<file path="src/rtl/screen_blitter_pkg.sv">
// Shared types and helpers for the full-screen blitter: FSM state encoding,
// default frame size and a clog2 variant that never yields a zero width.
package screen_blit_pkg;

  typedef enum logic [1:0] {
    IDLE,
    RUN,
    DRAIN
  } blit_state_e;

  localparam int unsigned DEF_W = 160;
  localparam int unsigned DEF_H = 120;

  function automatic int unsigned clog2_min1(input int unsigned v);
    return (v <= 2) ? 1 : $clog2(v);
  endfunction

endpackage

</file>
<file path="src/rtl/screen_blitter_delay_line.sv">
// LAT-stage shift register carrying {valid, x, y} alongside the ROM read,
// so pixel coordinates reach the output stage together with their ROM data.
module blit_delay_line #(
  parameter int unsigned LAT = 1,
  parameter int unsigned XW  = 8,
  parameter int unsigned YW  = 7
) (
  input  logic          clk,
  input  logic          rst_n,
  input  logic          flush,
  input  logic          in_valid,
  input  logic [XW-1:0] in_x,
  input  logic [YW-1:0] in_y,
  output logic          out_valid,
  output logic [XW-1:0] out_x,
  output logic [YW-1:0] out_y,
  output logic          any_valid
);

  logic [LAT-1:0] valid_q, valid_d;
  logic [XW-1:0]  x_q [LAT];
  logic [XW-1:0]  x_d [LAT];
  logic [YW-1:0]  y_q [LAT];
  logic [YW-1:0]  y_d [LAT];

  always_comb begin
    valid_d[0] = in_valid & ~flush;
    x_d[0]     = in_x;
    y_d[0]     = in_y;
    for (int unsigned i = 1; i < LAT; i++) begin
      valid_d[i] = valid_q[i-1] & ~flush;
      x_d[i]     = x_q[i-1];
      y_d[i]     = y_q[i-1];
    end
  end

  always_ff @(posedge clk or negedge rst_n) begin
    if (!rst_n) begin
      valid_q <= '0;
      for (int unsigned i = 0; i < LAT; i++) begin
        x_q[i] <= '0;
        y_q[i] <= '0;
      end
    end else begin
      valid_q <= valid_d;
      for (int unsigned i = 0; i < LAT; i++) begin
        x_q[i] <= x_d[i];
        y_q[i] <= y_d[i];
      end
    end
  end

  assign out_valid = valid_q[LAT-1];
  assign out_x     = x_q[LAT-1];
  assign out_y     = y_q[LAT-1];
  assign any_valid = |valid_q;

endmodule

</file>
<file path="src/rtl/screen_blitter.sv">
// Full-screen raster blitter: scans a W x H frame issuing one ROM read per
// cycle and emits aligned plot/x/y/colour, with fill mode, abort and done pulse.
module screen_blitter
  import screen_blit_pkg::*;
#(
  parameter  int unsigned W         = DEF_W,
  parameter  int unsigned H         = DEF_H,
  parameter  int unsigned COLOUR_W  = 2,
  parameter  int unsigned N_SCREENS = 3,
  parameter  int unsigned ROM_LAT   = 1,
  localparam int unsigned XW        = clog2_min1(W),
  localparam int unsigned YW        = clog2_min1(H),
  localparam int unsigned AW        = clog2_min1(W * H),
  localparam int unsigned SW        = clog2_min1(N_SCREENS)
) (
  input  logic                          clk,
  input  logic                          resetn,
  input  logic                          go,
  input  logic                          abort,
  input  logic                          fill,
  input  logic [SW-1:0]                 screen_select,
  input  logic [COLOUR_W-1:0]           fill_colour,
  output logic [AW-1:0]                 rom_addr,
  input  logic [N_SCREENS*COLOUR_W-1:0] rom_q,
  output logic                          plot,
  output logic [XW-1:0]                 x,
  output logic [YW-1:0]                 y,
  output logic [COLOUR_W-1:0]           colour,
  output logic                          busy,
  output logic                          done
);

  blit_state_e         state_q, state_d;
  logic [XW-1:0]       cx_q, cx_d, px_q, px_d;
  logic [YW-1:0]       cy_q, cy_d, py_q, py_d;
  logic [AW-1:0]       addr_q, addr_d;
  logic                fill_q, fill_d;
  logic [SW-1:0]       sel_q, sel_d;
  logic [COLOUR_W-1:0] fcol_q, fcol_d, colour_q, colour_d, pix_colour;
  logic                plot_q, plot_d, busy_q, busy_d, done_q, done_d;
  logic                push, flush, tail_valid, any_valid;
  logic [XW-1:0]       tail_x;
  logic [YW-1:0]       tail_y;

  assign flush = abort && (state_q != IDLE);

  blit_delay_line #(
    .LAT (ROM_LAT),
    .XW  (XW),
    .YW  (YW)
  ) u_delay (
    .clk       (clk),
    .rst_n     (resetn),
    .flush     (flush),
    .in_valid  (push),
    .in_x      (cx_q),
    .in_y      (cy_q),
    .out_valid (tail_valid),
    .out_x     (tail_x),
    .out_y     (tail_y),
    .any_valid (any_valid)
  );

  always_comb begin
    state_d = state_q;
    cx_d    = cx_q;
    cy_d    = cy_q;
    addr_d  = addr_q;
    fill_d  = fill_q;
    sel_d   = sel_q;
    fcol_d  = fcol_q;
    busy_d  = busy_q;
    done_d  = 1'b0;
    push    = 1'b0;
    unique case (state_q)
      IDLE: begin
        if (go) begin
          fill_d  = fill;
          sel_d   = screen_select;
          fcol_d  = fill_colour;
          cx_d    = '0;
          cy_d    = '0;
          addr_d  = '0;
          busy_d  = 1'b1;
          state_d = RUN;
        end
      end
      RUN: begin
        if (abort) begin
          busy_d  = 1'b0;
          state_d = IDLE;
        end else begin
          push = 1'b1;
          // Counters stop on the last pixel so rom_addr holds W*H-1 afterwards.
          if (addr_q == AW'(W * H - 1)) begin
            state_d = DRAIN;
          end else begin
            addr_d = addr_q + AW'(1);
            if (cx_q == XW'(W - 1)) begin
              cx_d = '0;
              cy_d = cy_q + YW'(1);
            end else begin
              cx_d = cx_q + XW'(1);
            end
          end
        end
      end
      DRAIN: begin
        if (abort) begin
          busy_d  = 1'b0;
          state_d = IDLE;
        end else if (!any_valid) begin
          busy_d  = 1'b0;
          done_d  = 1'b1;
          state_d = IDLE;
        end
      end
      default: state_d = IDLE;
    endcase
  end

  always_comb begin
    pix_colour = '0;
    if (fill_q) begin
      pix_colour = fcol_q;
    end else begin
      for (int unsigned i = 0; i < N_SCREENS; i++) begin
        if (sel_q == SW'(i)) pix_colour = rom_q[i*COLOUR_W +: COLOUR_W];
      end
    end
  end

  always_comb begin
    plot_d   = tail_valid & ~flush;
    px_d     = px_q;
    py_d     = py_q;
    colour_d = colour_q;
    if (plot_d) begin
      px_d     = tail_x;
      py_d     = tail_y;
      colour_d = pix_colour;
    end
  end

  always_ff @(posedge clk or negedge resetn) begin
    if (!resetn) begin
      state_q  <= IDLE;
      cx_q     <= '0;
      cy_q     <= '0;
      addr_q   <= '0;
      fill_q   <= 1'b0;
      sel_q    <= '0;
      fcol_q   <= '0;
      plot_q   <= 1'b0;
      px_q     <= '0;
      py_q     <= '0;
      colour_q <= '0;
      busy_q   <= 1'b0;
      done_q   <= 1'b0;
    end else begin
      state_q  <= state_d;
      cx_q     <= cx_d;
      cy_q     <= cy_d;
      addr_q   <= addr_d;
      fill_q   <= fill_d;
      sel_q    <= sel_d;
      fcol_q   <= fcol_d;
      plot_q   <= plot_d;
      px_q     <= px_d;
      py_q     <= py_d;
      colour_q <= colour_d;
      busy_q   <= busy_d;
      done_q   <= done_d;
    end
  end

  assign rom_addr = addr_q;
  assign plot     = plot_q;
  assign x        = px_q;
  assign y        = py_q;
  assign colour   = colour_q;
  assign busy     = busy_q;
  assign done     = done_q;

endmodule

</file>
<file path="config.mk">
export PLATFORM = sky130hd
export DESIGN_NAME = screen_blitter
export DESIGN_NICKNAME = d
export VERILOG_FILES = /design/src/rtl/screen_blitter_pkg.sv /design/src/rtl/screen_blitter_delay_line.sv /design/src/rtl/screen_blitter.sv
export SDC_FILE = /design/constraint.sdc
export NUM_CORES = 1
export LEC_CHECK = 0
export ABC_AREA = 1
export CORE_MARGIN = 2
export CORE_UTILIZATION = 50
export DETAILED_ROUTE_END_ITERATION = 12
export PLACE_DENSITY = 0.74
export SYNTH_ARGS = -nofsm -noshare
export SYNTH_HDL_FRONTEND = slang
export SYNTH_SLANG_ARGS = --single-unit
</file>
<file path="constraint.sdc">
create_clock -name clk -period 2.2 [get_ports clk]
set_clock_uncertainty 0.2 [all_clocks]
set_input_delay 0.44 -clock clk [delete_from_list [all_inputs] [get_ports clk]]
set_output_delay 0.44 -clock clk [all_outputs]
set_load 0.01 [all_outputs]
</file>
==> results of run 1 <==
state kept, by name, summed over array words and instances (netlist names):
| name | cells |
|---|---|
| fill_q | 1 |
| state_q | 2 |
| sel_q | 2 |
| fcol_q | 2 |
| cy_q | 7 |
| busy | 1 |
| plot | 1 |
| done | 1 |
| x | 8 |
| u_delay.out_y | 7 |
| cx_q | 8 |
| u_delay.any_valid | 1 |
| y | 7 |
| rom_addr | 15 |
| colour | 2 |
| u_delay.out_x | 8 |
worst max-delay path by stage:
stage / from / slack, ns / end
3_5_place_dp: go / 0.12 / rom_addr[5]
2_1_floorplan: rom_addr[0] / 0.47 / cx_q[7]
3_3_place_gp: go / 0.14 / rom_addr[5]
4_1_cts: rom_addr[3] / 0.11 / rom_addr[3]
6_report: rom_addr[2] / 0.13 / rom_addr[2]
5_1_grt: rom_addr[2] / 0.08 / rom_addr[2]
per-stage QoR:
step	utilization, %	hold WS, ns	total power (W)	cell area, sq um
detailed placement	60.2	0.164	0.00311	4070
floorplan	-	-0.0556	0.00269	3480
finish	63.1	0.219	0.00406	4260
global route	63.1	0.237	0.00436	4260
global placement	60.2	0.172	0.00307	4070
CTS	63.1	0.221	0.00411	4260
logic make-up after synthesis:
group	count (synthesis)	share of synthesized area, %
simple gates	249	31.2
flops	73	52.5
buf+inv	48	6.26
compound gates	36	5.72
xor+xnor	6	1.51
fa+ha+maj	6	2.16
mux	2	0.648
where the power goes:
| part | total (W) | switching, W | leakage (nW) | internal [W] |
|---|---|---|---|---|
| registers | 0.00172 | 0.000155 | 0.989 | 0.00156 |
| logic | 0.00136 | 0.000836 | 1.00 | 0.000522 |
| clock network | 0.000981 | 0.000553 | 0.0848 | 0.000428 |
layer usage:
layer | track usage, % | vias to the layer above | part of all wire, %
met5 | 0 | - | 0
met4 | 9.23 | 0 | 1.6
met3 | 3.22 | 8 | 4.0
met2 | 36.6 | 69 | 50
met1 | 26.0 | 1337 | 44
li1 | - | 1454 | -
what timing repair did:
action | CTS | global route
endpoints found under the setup margin | 0 | 0
hold endpoints to repair | 12 | 0
hold buffers | 1 | 0
gates resized for setup | 0 | 0
layout make-up:
type / count / area [sq um]
Sequential cell: 73 / 1830
Clock buffer: 9 / 124
Multi-Input combinational cell: 299 / 1430
Timing Repair Buffer: 59 / 576
Fill cell: 578 / 2490
Inverter: 38 / 143
Tap cell: 80 / 100
Clock inverter: 7 / 60.1
placed cells by master (no fill, tap or decap), types with 8 or more instances in the layout:
cell type        instances
nand2_1                152
buf_4                    8
clkbuf_8                 9
inv_1                   34
o21ai_1                 17
dfrtp_1                 73
nand3_1                 40
nor2_1                  33
clkdlybuf4s50_1         48
==> impl_results.md, run 1 <==
- Register area share after synthesis: 52.5%
- Share of cells above drive strength 1: under 10%
- Startpoint types: flop
- Setup tns final: 0 ns
- Nets: between 500 and 600
- DP Wirelength: 5030 um
- Worst path max stage delay: about 0.6 ns
- Non-filler instance count after layout: between 500 and 600
- # setup viols final: 0
- CTS tree: done
- Clk Latency, worst-skew pair: approximately 0.35 ns
- Mapped cell area: 0.00348 sq mm
- Slew Limit Fails: 0
- Worst reg2reg startpoint: state_q[0]
- Crit Reg-Reg Endpoint: rom_addr[10]
- Tmin final: a little over 2 ns
- Period utilization: 93.9%
- Post-synthesis register bit count: 73
- Drt pass-1 iters: 4
- P per Cell Area: 952 mW/mm^2
- Routed WL: around 7100 um
- Maxcap violations: 0
- Ys flop type: dfrtp_1
- WP data arrival: 1.43 ns
- Most frequent cell after synthesis: nand2_1
- Worst hold endpoint: u_delay.out_y[6]
- TritonCTS Buffers: 9
- I/O Pins: 50
- Warnings, synthesis: 0
- Worst path slowest cell: clkdlybuf4s50_1
- CTS root buffer: clkbuf_8
- Maximum vdd drop: ~460 uV
- Most frequent cells after synthesis: nand2_1, dfrtp_1, nand3_1
- Measured slew at the worst slew-check pin: between 0.4 and 0.5 ns
- H-tree levels: 3
- Die ar.: 0.00764 sq mm
- Die width: approximately 87 um
- Worst Hold Depth: 0
- Crit-path max FO: 8
- Synth top area cells: dfrtp_1, nand2_1, nand3_1
- Hold Crit Class: flop to flop
- Total global routing overflow: 0
- Netlist cell types: 31
- Post-synth EDFFs: 0
- Reg2Reg Depth: 8
- Asr flop ratio synth: 100%
- Worst-path cell chain: clkdlybuf4s50_1
- Diodes inserted: 0
- GRT Util Overall: around a fifth
- Slew HR: a little over two thirds
- Vias in the first global route: about 2900
- Post-CTS Setup Repair Bufs: 0
- Hold_sp: cy_q[6]
- Fmax: just under 500 MHz
- Initial antenna violation count: 0
- Reg clk slew, reported paths: about 0.090 ns
- Final RePlAce weighted congestion: 0.789
- Initial Utilization: about half
- Die Ht: between 80 and 90 um
- Synth Instances: between 400 and 500
- Via count: 2868
- DR WL/cell: 12.6 um
- Buf/Inv on CP: 1
- Synth top area share: between 50% and 60%
- Placed cells: 548
- Crit Path Class: flop to primary output
- Crit end category: primary output
- Status: finished, final reports clean
- CTS sink count: 73
- DR DRC count: 0
- Antenna Nets Post-Route: 0
- Area delta synth->final: 22.6%
- Fin. Hold Viols: 0
- Syn Area/Cell: approximately 8.3 sq um
- Setup WS pre-CTS: between 0.1 and 0.15 ns
- P_leak: approximately 2.1 nW
- RSZ-0062 raised after global routing: false
- Core Box Area: just under 0.007 sq mm
- Synth area leader: dfrtp_1
- FF-to-FF setup slack: 0.22 ns
- CP required: around 1.6 ns
- First-pass GRT wire length: around 13000 um
- Initial DRC count: between 100 and 150
- Syn nets: about 440
- IO buf count: 49
- Largest net degree at the start of global routing: 47
- Worst-case clock buffer depth: 2
- Levels on crit path: 1
- Row count: 30
- Final WS setup: 0.133 ns
- Crit path max-delay family: buffers and inverters
- Vias per cell: between 5 and 6
Power figures use the tool's default switching activity.
==> run 2: changes to the inputs <==
SETUP_SLACK_MARGIN = 0.3   (was not set)
==> impl_results.md, run 2 (synthesized netlist as in run 1, its figures left out) <==
- Largest net degree at the start of global routing: 47 (unchanged)
- Crit Reg-Reg Endpoint: cx_q[7] (was rom_addr[10])
- DR WL/cell: 13.6 um (was 12.6 um)
- CTS root buffer: clkbuf_8 (unchanged)
- H-tree levels: 3 (unchanged)
- Setup tns final: 0 ns (unchanged)
- CP required: 1.56 ns (about the same)
- Most common cell after layout, fill and taps aside: nand2_1 (unchanged)
- Final RePlAce weighted congestion: 0.789 (unchanged)
- Most frequent cells in the layout: nand2_1, dfrtp_1, nand3_1 (was nand2_1, dfrtp_1, clkdlybuf4s50_1)
- Worst-path cell chain: buf_4 > dlygate4sd2_1 (was clkdlybuf4s50_1)
- Buf/Inv on CP: 2 (was 1)
- FF-to-FF setup slack: 0.35 ns (was 0.22 ns)
- Number of flip-flops in the largest register: 15 (unchanged)
- GRT Util Overall: 22.1% (was 21.1%)
- Hold_ws: 0.218 ns (was 0.219 ns)
- Crit end category: primary output (unchanged)
- WP data arrival: 1.23 ns (was 1.43 ns)
- Cell-internal power: 0.00264 W (was 0.00251 W)
- Nets: 519 (was 501)
- Initial antenna violation count: 0 (unchanged)
- Worst Hold Depth: 0 (unchanged)
- Fmax: 534 MHz (was 484 MHz)
- Worst reg2reg startpoint: state_q[1] (was state_q[0])
- Fin. Hold Viols: 0 (unchanged)
- Hold_sp: cy_q[6] (unchanged)
- CTS sink count: 73 (unchanged)
- Reg2Reg Depth: 9 (was 8)
- P_leak: 2.39 nW (was 2.07 nW)
- CTS tree: done (unchanged)
- Period utilization: 85.2% (was 93.9%)
- Total global routing overflow: 0 (unchanged)
- I/O Pins: 50 (unchanged)
- Comb power frac: 37.3% (was 33.5%)
- Clk pwr share: 23.1% (was 24.2%)
- DR DRC count: 0 (unchanged)
- Worst path max stage delay: 0.43 ns (was 0.59 ns)
- Startpoint types: flop (unchanged)
- Antenna Nets Post-Route: 0 (unchanged)
- Core Box Area: 0.00676 sq mm (unchanged)
- Worst path slowest cell: dfrtp_1 (was clkdlybuf4s50_1)
- Crit path max-delay family: buffers and inverters (unchanged)
- TritonCTS Buffers: 9 (unchanged)
- Drt pass-1 iters: 4 (unchanged)
- Maxcap violations: 0 (unchanged)
- IO buf count: 49 (unchanged)
- Slew HR: 76.1% (was 70.3%)
- Die width: 87.4 um (unchanged)
- Initial Utilization: 51.5% (unchanged)
- Die ar.: 0.00764 sq mm (unchanged)
- Area delta synth->final: 28.2% (was 22.6%)
- DP Wirelength: 5030 um (unchanged)
- Reg clk slew, reported paths: 0.09 ns (about the same)
- Maximum vdd drop: 389 uV (was 459 uV)
- P per Cell Area: 968 mW/mm^2 (was 952 mW/mm^2)
- Crit-path max FO: 5 (was 8)
- Status: finished, final reports clean (unchanged)
- Slew Limit Fails: 0 (unchanged)
- Vias in the first global route: 2951 (was 2863)
- Switching share of power: 38.8% (was 38.1%)
- Share of cells above drive strength 1: 15.9% (was 9.90%)
- Worst hold endpoint: u_delay.out_y[6] (unchanged)
- Measured slew at the worst slew-check pin: 0.358 ns (was 0.445 ns)
- RSZ-0062 raised after global routing: true (was false)
- Via count: 3009 (was 2868)
- Crit Path Class: flop to primary output (unchanged)
- Hold Crit Class: flop to flop (unchanged)
- NetSw: 0.00167 W (was 0.00154 W)
- First-pass GRT wire length: 13100 um (was 12600 um)
- Clk Latency, worst-skew pair: 0.36 ns (was 0.35 ns)
- Tmin final: 1.87 ns (was 2.07 ns)
- Die Ht: 87.4 um (unchanged)
- Worst-case clock buffer depth: 2 (unchanged)
- Vias per cell: 5.16 (was 5.08)
- Reg power frac: 39.6% (was 42.3%)
- # setup viols final: 0 (unchanged)
- Routed WL: 7900 um (was 7110 um)
- Initial DRC count: 162 (was 119)
- Row count: 30 (unchanged)
- Diodes inserted: 0 (unchanged)
-- run 2: worst reg2reg max path: stages, from the launching register on --
cell	delay [ns]
dfrtp_1	0.40
inv_1	0.17
ha_4	0.24
o21ai_2	0.10
a21oi_4	0.18
nand2_8	0.11
buf_4	0.15
nor2_2	0.12
nand2_1	0.07
nand2_1	0.06
-- run 2: worst max path at each step --
stage / from / endpoint / slack (ns) / depth (start not counted)
floorplan: rom_addr[0] / cx_q[7] / 0.47 / 9
global placement: go / rom_addr[5] / 0.14 / 9
detailed placement: go / rom_addr[5] / 0.12 / 9
CTS: rom_addr[3] / rom_addr[3] / 0.18 / 1
global route: state_q[1] / cx_q[7] / 0.26 / 9
finish: rom_addr[0] / rom_addr[0] / 0.33 / 2
-- run 2: per-stage QoR --
stage | util [%] | power [W] | cell area [sq um] | cells | setup WS (ns)
floorplan | - | 0.00269 | 3480 | 420 | 0.474
global placement | 60.2 | 0.00307 | 4070 | 548 | 0.141
detailed placement | 60.2 | 0.00311 | 4070 | 548 | 0.116
CTS | 63.9 | 0.00410 | 4320 | 575 | 0.185
global route | 66.0 | 0.00460 | 4460 | 583 | 0.260
finish | 66.0 | 0.00432 | 4460 | 583 | 0.327
-- run 2: repair_timing --
action | CTS | global route
cloned | 0 | 0
pin swaps | 0 | 1
endpoints found under the setup margin | 50 | 33
resized for setup | 35 | 17
buffers inserted | 10 | 8
hold endpoints to repair | 12 | 0
hold buffers | 1 | 0
-- run 2: final cells by class --
class / count / area, sq um
Clock buffer: 9 / 124
Clock inverter: 7 / 60.1
Fill cell: 582 / 2300
Inverter: 38 / 143
Multi-Input combinational cell: 299 / 1500
Sequential cell: 73 / 1840
Tap cell: 80 / 100
Timing Repair Buffer: 77 / 697
-- run 2: metal layers --
| layer | GRT usage, % | vias up | part of all wire (%) |
|---|---|---|---|
| li1 | - | 1491 | - |
| met1 | 27.1 | 1433 | 43 |
| met2 | 38.2 | 76 | 51 |
| met3 | 3.32 | 9 | 3.8 |
| met4 | 9.93 | 0 | 1.4 |
| met5 | 0 | - | 0 |
-- run 2: power groups by stage --
stage	Sequential (W)	Clock, W	Combinational [W]
after global routing	0.00174	0.00107	0.00179
after global placement	0.00173	0	0.00134
after floorplan	0.00175	0	0.000934
final	0.00171	0.000997	0.00161
after detailed placement	0.00174	0	0.00137
after CTS	0.00171	0.00102	0.00138
==> run 3: changes to the inputs <==
CORE_UTILIZATION = 48   (was 50)
PLACE_DENSITY = 0.72   (was 0.74)
==> impl_results.md, run 3 (synthesized netlist as in run 1, its figures left out) <==
- Worst reg2reg startpoint: state_q[0] (was state_q[1])
- Antenna Nets Post-Route: 0 (unchanged)
- # setup viols final: 0 (unchanged)
- TritonCTS Buffers: 9 (unchanged)
- Diodes inserted: 0 (unchanged)
- CTS root buffer: clkbuf_8 (unchanged)
- First-pass GRT wire length: 12100 um (was 13100 um)
- GRT Util Overall: 19.8% (was 22.1%)
- Core Box Area: 0.00714 sq mm (was 0.00676 sq mm)
- H-tree levels: 3 (unchanged)
- RSZ-0062 raised after global routing: false (was true)
- CP startpoint: rom_addr[0] (unchanged)
- Number of flip-flops in the largest register: 15 (unchanged)
- Maxcap violations: 0 (unchanged)
- Die ar.: 0.00794 sq mm (was 0.00764 sq mm)
- Nets: 517 (was 519)
- Worst-path cell chain: buf_4 > dlygate4sd2_1 (unchanged)
- I/O Pins: 50 (unchanged)
- Crit Path Class: flop to primary output (unchanged)
- Non-filler instance count after layout: 600 (was 583)
- FF-to-FF setup slack: 0.41 ns (was 0.35 ns)
- Placed cells: 565 (was 548)
- Vias in the first global route: 2689 (was 2951)
- WP data arrival: 1.20 ns (was 1.23 ns)
- Core Util, Final: 63.1% (was 66.0%)
- Tmin final: 1.84 ns (was 1.87 ns)
- Fmax: 543 MHz (was 534 MHz)
- Initial antenna violation count: 0 (unchanged)
- Measured slew at the worst slew-check pin: 0.570 ns (was 0.358 ns)
- Period utilization: 83.8% (was 85.2%)
- Area after DPL: 0.00410 sq mm (was 0.00407 sq mm)
- Worst path slowest cell: dfrtp_1 (unchanged)
- Worst Hold Depth: 0 (unchanged)
- Most common cell after layout, fill and taps aside: nand2_1 (unchanged)
- Hold Crit Class: flop to flop (unchanged)
- P_leak: 2.51 nW (was 2.39 nW)
- Clk Latency, worst-skew pair: 0.35 ns (was 0.36 ns)
- Vias per cell: 4.86 (was 5.16)
- Pwr Total: 0.00418 W (was 0.00432 W)
- CP required: 1.56 ns (about the same)
- Row count: 31 (was 30)
- Crit-path max FO: 5 (unchanged)
- Largest net degree at the start of global routing: 31 (was 47)
- Slew Limit Fails: 0 (unchanged)
- Initial Utilization: 48.7% (was 51.5%)
- CTS tree: done (unchanged)
- Reg2Reg Depth: 9 (unchanged)
- Initial DRC count: 155 (was 162)
- Startpoint types: flop (unchanged)
- Worst path max stage delay: 0.41 ns (was 0.43 ns)
- Worst setup endpoint: rom_addr[0] (unchanged)
- Fin. Hold Viols: 0 (unchanged)
- Most frequent cells in the layout: nand2_1, dfrtp_1, nand3_1 (unchanged)
- Area delta synth->final: 29.5% (was 28.2%)
- Drt pass-1 iters: 4 (unchanged)
- Share of cells above drive strength 1: 15.2% (was 15.9%)
- Via count: 2913 (was 3009)
- Die Ht: 89.1 um (was 87.4 um)
- Reg clk slew, reported paths: 0.09 ns (about the same)
- CTS sink count: 73 (unchanged)
- Setup tns final: 0 ns (unchanged)
- Design area: 0.00450 sq mm (was 0.00446 sq mm)
- Total global routing overflow: 0 (unchanged)
- DR WL/cell: 11.9 um (was 13.6 um)
- Die width: 89.1 um (was 87.4 um)
- Worst-case clock buffer depth: 2 (unchanged)
- Final RePlAce weighted congestion: 0.845 (was 0.789)
- Slew HR: 62.0% (was 76.1%)
- Crit Reg-Reg Endpoint: rom_addr[10] (was cx_q[7])
- Crit end category: primary output (unchanged)
- DR DRC count: 0 (unchanged)
- Maximum vdd drop: 391 uV (was 389 uV)
- P per Cell Area: 928 mW/mm^2 (was 968 mW/mm^2)
- Status: finished, final reports clean (unchanged)
- IO buf count: 49 (unchanged)
- Routed WL: 7160 um (was 7900 um)
- DP Wirelength: 4780 um (was 5030 um)
-- run 3: routing by layer --
metal / GRT usage (%) / part of all wire [%] / vias up
li1: - / - / 1485
met1: 25.8 / 47 / 1353
met2: 32.1 / 48 / 71
met3: 5.91 / 5.0 / 4
met4: 6.11 / 0.68 / 0
met5: 0 / 0 / -
-- run 3: worst min path at each step --
stage | slack [ns] | end | start
finish | 0.21 | u_delay.out_x[7] | cx_q[7]
global route | 0.22 | u_delay.out_x[7] | cx_q[7]
CTS | 0.22 | u_delay.out_x[7] | cx_q[7]
detailed placement | 0.20 | u_delay.out_x[7] | cx_q[7]
global placement | 0.20 | u_delay.out_y[6] | cy_q[6]
floorplan | -0.06 | busy | resetn
-- run 3: area by class of cell --
cell class,count,area (sq um)
Fill cell,634,2630
Sequential cell,73,1840
Multi-Input combinational cell,299,1480
Timing Repair Buffer,75,739
Inverter,38,143
Clock buffer,9,124
Tap cell,99,124
Clock inverter,7,60.1
-- run 3: critical path: cells and delay by family, from the launching register on --
kind	cells	cell delay (ns)
buffers and inverters	2	0.45
DFF	1	0.41
-- run 3: through the flow --
step           hold slack [ns]  setup WS (ns)
6_report                 0.213          0.357
5_1_grt                  0.225          0.293
4_1_cts                  0.217          0.182
3_5_place_dp             0.197         0.0965
3_3_place_gp             0.196          0.123
2_1_floorplan          -0.0556          0.474
-- run 3: report_power, final --
group          switching [W]  internal (W)  leakage (nW)
Clock               0.000548      0.000428        0.0848
Combinational       0.000877      0.000616          1.45
Sequential          0.000148       0.00156         0.975
Total                0.00157       0.00261          2.51
-- run 3: what timing repair did --
action	CTS	global route
pin swaps	0	1
endpoints found under the hold margin	19	0
resized for setup	27	22
endpoints found under the setup margin	43	42
buffers inserted	12	6
hold buffers	1	0
==> RTL edit 1 (settings of run 2) <==
Re-encode `blit_state_e` (3 states) as one-hot, 3 bits wide.
--- a/src/rtl/screen_blitter_pkg.sv
+++ b/src/rtl/screen_blitter_pkg.sv
@@ -3,8 +3,8 @@
 package screen_blit_pkg;
 
-  typedef enum logic [1:0] {
-    IDLE,
-    RUN,
-    DRAIN
+  typedef enum logic [2:0] {
+    IDLE  = 3'b001,
+    RUN   = 3'b010,
+    DRAIN = 3'b100
   } blit_state_e;
 
Formal check against the unedited RTL: same outputs for any inputs over 10 cycles, from zero or initial values and one cycle with resetn low; not proved beyond that.
==> RTL edit 1 against run 2 <==
Power down 0.88%. Sequential cell count up 1. Area after synthesis up 0.83%. Via count down 2.2%. Worst setup slack better by 0.0087 ns. Wire length down 7.4%. Final area up 3.0%.
==> RTL edit 1: results (changes against run 2) <==
- Synth Area in Compound Gates: 4.71% (was 5.72%)
- Sequential fraction of the synthesis area: 52.9% (was 52.5%)
- Post-Syn Nets: 431 (was 441)
- Hold Path End: u_delay.out_x[4] (was u_delay.out_y[6])
- CP Max Fanout: 2 (was 5)
- Clock buffer depth: 2 (unchanged)
- Wire length per cell: 12.4 um (was 13.6 um)
- Total CTS buffers: 9 (unchanged)
- Pwr Total: 4.28 mW (was 4.32 mW)
- Placer Congestion: 0.892 (was 0.789)
- Status: finished clean (unchanged)
- Crit-path max cell delay: 0.54 ns (was 0.43 ns)
- PortBufs: 49 (unchanged)
- Placed Instances: 558 (was 548)
- Crit-path leading delay family: buffers and inverters (unchanged)
- First-pass GRT wire length: 12600 um (was 13100 um)
- Beginning of the worst register-to-register path: rom_addr[10] (was state_q[1])
- Post-Synth XOR/XNOR Area: 2.25% (was 1.51%)
- TritonRoute pass-1 iters: 4 (unchanged)
- NetSw: 1.48 mW (was 1.67 mW)
- Fill cells: 554 (was 582)
- Top cells by count, synth: 152 x nand2_1, 73 x dfrtp_1, 40 x nand3_1 (unchanged)
- Dpl hpwl: 4660 um (was 5030 um)
- RR Endpoint: cx_q[0] (was cx_q[7])
- Worst slew margin: 74.1% (was 76.1%)
- Final TNS setup: 0 ns (unchanged)
- Non-filler cells, final: 589 (was 583)
- Nets: 506 (was 519)
- R2R cell count: 9 (unchanged)
- Hold path cells: 0 (unchanged)
- Largest net degree at the start of global routing: 75 (was 47)
- Leak: 2.50 nW (was 2.39 nW)
- VDD IR-drop max: 581 uV (was 389 uV)
- Post-synthesis mux area share: 0.642% (was 0.648%)
- Vias in the first global route: 2752 (was 2951)
- CTS clk-pin slew, worst paths: 0.07 ns (was 0.09 ns)
- Hold Startpoint: cx_q[4] (was cy_q[6])
- First DRT Iteration DRCs: 160 (was 162)
- Later-pin clock latency in the skew report: 0.33 ns (was 0.36 ns)
- Critical Path Slowest Stage Cell: clkdlybuf4s50_1 (was dfrtp_1)
- Fraction of registers with async set/reset: 100% (unchanged)
- Crit path arrival time: approximately 1.2 ns
- Power share of the combinational group: 33.9% (was 37.3%)
- Adder-Cell Fraction of Synth Area: 1.07% (was 2.16%)
- Layout cells sized above 1: 17.4% (was 15.9%)
- Netlist cell types: 29 (was 31)
- Top post-synthesis cells by area: dfrtp_1 52%, nand2_1 16%, nand3_1 5.7% (was dfrtp_1 53%, nand2_1 16%, nand3_1 5.8%)
- Total GRT Usage: 20.7% (was 22.1%)
- Clk network pwr share: 27.5% (was 23.1%)
- Synthesized netlist cell count: 413 (was 420)
- Max FFs per register: 15 (unchanged)
- Antenna cell count: 0 (unchanged)
- H-tree Lvls: 3 (unchanged)
- Via/cell ratio: 5.00 (was 5.16)
==> RTL edit 1: worst max path at each step <==
| stage | start | to | slack [ns] | cells after the start |
|---|---|---|---|---|
| floorplan | rom_addr[0] | cy_q[4] | 0.45 | 9 |
| global placement | abort | cx_q[3] | 0.14 | 7 |
| detailed placement | abort | rom_addr[5] | 0.09 | 6 |
| CTS | rom_addr[8] | rom_addr[8] | 0.22 | 1 |
| global route | rom_addr[10] | cx_q[6] | 0.27 | 9 |
| finish | colour[1] | colour[1] | 0.34 | 1 |
==> RTL edit 1: metal layers <==
| layer | global-route usage, % | wire [um] | vias to the layer above |
|---|---|---|---|
| li1 | - | - | 1480 |
| met1 | 28.5 | 3470 | 1384 |
| met2 | 33.5 | 3520 | 70 |
| met3 | 3.86 | 258 | 9 |
| met4 | 6.15 | 66 | 0 |
| met5 | 0 | 0 | - |
==> RTL edit 1: stage by stage <==
step / utilization [%] / hold WS (ns) / worst slack (ns) / cell area (sq um)
4_1_cts: 66.1 / 0.239 / 0.222 / 4490
3_5_place_dp: 60.6 / 0.223 / 0.0912 / 4120
3_3_place_gp: 60.6 / 0.213 / 0.141 / 4120
5_1_grt: 67.6 / 0.258 / 0.272 / 4590
6_report: 67.6 / 0.228 / 0.335 / 4590
2_1_floorplan: - / -0.0556 / 0.453 / 3510
==> RTL edit 1: final cells by class <==
cell class	instances	share of cell area, %
Sequential cell	74	40.5
Multi-Input combinational cell	303	33.7
Timing Repair Buffer	72	15.9
Clock buffer	12	3.38
Tap cell	96	2.62
Inverter	28	2.29
Clock inverter	4	1.61
==> RTL edit 1: timing repair <==
item                       CTS  global route
pin swaps                    2             1
cloned                       1             0
hold buffers                 1             0
setup buffers               10             3
setup endpoints to repair   42            47
gates resized for setup     18            24
hold endpoints to repair    73             0
==> RTL edit 2 (settings of run 2) <==
Made on the original files. Set the parameter `N_SCREENS` to 6 (it was 3).
--- a/src/rtl/screen_blitter.sv
+++ b/src/rtl/screen_blitter.sv
@@ -7,5 +7,5 @@
   parameter  int unsigned H         = DEF_H,
   parameter  int unsigned COLOUR_W  = 2,
-  parameter  int unsigned N_SCREENS = 3,
+  parameter  int unsigned N_SCREENS = 6,
   parameter  int unsigned ROM_LAT   = 1,
   localparam int unsigned XW        = clog2_min1(W),
Ports: changed (resized rom_q and screen_select); port bits go from 50 to 57. No check against the original RTL was run, so the function may have changed too.
==> RTL edit 2 against run 2 <==
Final area increased by 7.7%. Combinational power increased by 7%. Wire length is 0.86% higher. Sequential power is 2% higher. Fmax grew 0.63%. Worst setup slack better by 0.012 ns. Area after synthesis rose by 3.2%. Clock power rose by 38%. Via count grew 5.0%. Power is 12% higher. Cell count rose by 7.7%. Sequential cell count rose by 1. Critical endpoint is now colour[1]. Largest power group unchanged.
==> RTL edit 2: results (changes against run 2) <==
- Status: finished clean (unchanged)
- Post-Synth XOR/XNOR Area: 2.93% (was 1.51%)
- R2r setup slk: 0.37 ns (was 0.35 ns)
- Met1 Wirelength: 3740 um (was 3440 um)
- PortBufs: 56 (was 49)
- Beginning of the worst register-to-register path: state_q[0] (was state_q[1])
- Fill cells: 561 (was 582)
- Post-synthesis mux area share: 0% (was 0.648%)
- First-pass GRT wire length: 13300 um (was 13100 um)
- Total GRT Usage: 21.7% (was 22.1%)
- Sequential group share of total power: 36.1% (was 39.6%)
- Critical Path Slowest Stage Cell: clkdlybuf4s50_1 (was dfrtp_1)
- Nets: 556 (was 519)
- Post-Syn Nets: 471 (was 441)
- Leak: 2.64 nW (was 2.39 nW)
- Critical Path Start: colour[1] (was rom_addr[0])
- RR Endpoint: rom_addr[3] (was cx_q[7])
- Layout cells sized above 1: 14.5% (was 15.9%)
- Met2 wire length: 3830 um (was 4050 um)
- Crit path to: colour[1] (was rom_addr[0])
- Worst slew margin: 69.3% (was 76.1%)
- Power share of the combinational group: 35.6% (was 37.3%)
- WL final: 7970 um (was 7900 um)
- Power Internal: 3.16 mW (was 2.64 mW)
- Adder-Cell Fraction of Synth Area: 2.44% (was 2.16%)
- Hold Path End: y[6] (was u_delay.out_y[6])
- Sequential fraction of the synthesis area: 51.6% (was 52.5%)
- First DRT Iteration DRCs: 195 (was 162)
- Hold Startpoint: u_delay.out_y[6] (was cy_q[6])
- Met3 layer wire length in the routed design: 337 um (was 302 um)
- Vias in the first global route: 2883 (was 2951)
RTL edit 2: cell count changes in the layout (fill, tap and decap cells not counted), moves of 7 or more:
cell,before,now
clkdlybuf4s50_1,16,23
dlygate4sd2_1,25,17
dlymetal6s2s_1,7,15
nand3_1,40,21
nand4_1,7,20
nor2_1,30,40
o21ai_0,6,14
o21ai_1,17,7
RTL edit 2: what timing repair did:
item / in CTS / in global routing
buffers inserted: 12 / 9
pin swaps: 0 / 2
gates cloned: 0 / 0
resized for setup: 29 / 29
hold buffers: 1 / 0
endpoints found under the hold margin: 74 / 0
endpoints found under the setup margin: 51 / 46
RTL edit 2: layout make-up:
| type | count | area share, % |
|---|---|---|
| timing repair buffer | 87 | 17.6 |
| inverter | 34 | 2.71 |
| sequential | 74 | 38.7 |
| tap | 96 | 2.50 |
| clock inverter | 7 | 2.94 |
| clock buffer | 9 | 2.58 |
| multi-input combinational | 321 | 33.0 |
RTL edit 2: cell families after synthesis:
group                      after synthesis
and+or+nand+nor                        265
AOI/OAI and AO/OA                       37
buffers and inverters                   47
xor gates and xnor gates                12
DFF                                     74
adders and majority gates                7
RTL edit 2: stage by stage:
step / util, % / instance area [sq um] / instances / power [mW] / setup WS, ns
5_1_grt: 69.9 / 4800 / 628 / 5.17 / 0.268
3_3_place_gp: 62.2 / 4270 / 590 / 3.24 / 0.174
2_1_floorplan: - / 3590 / 442 / 2.78 / 0.367
4_1_cts: 67.7 / 4650 / 619 / 4.70 / 0.193
6_report: 69.9 / 4800 / 628 / 4.85 / 0.338
3_5_place_dp: 62.2 / 4270 / 590 / 3.28 / 0.150
RTL edit 2: metal layers:
layer  global-route usage, %  vias to the layer above
met2                    34.3                       69
met4                    6.20                        0
li1                        -                     1587
met1                    30.5                     1494
met5                       0                        -
met3                    4.48                        8
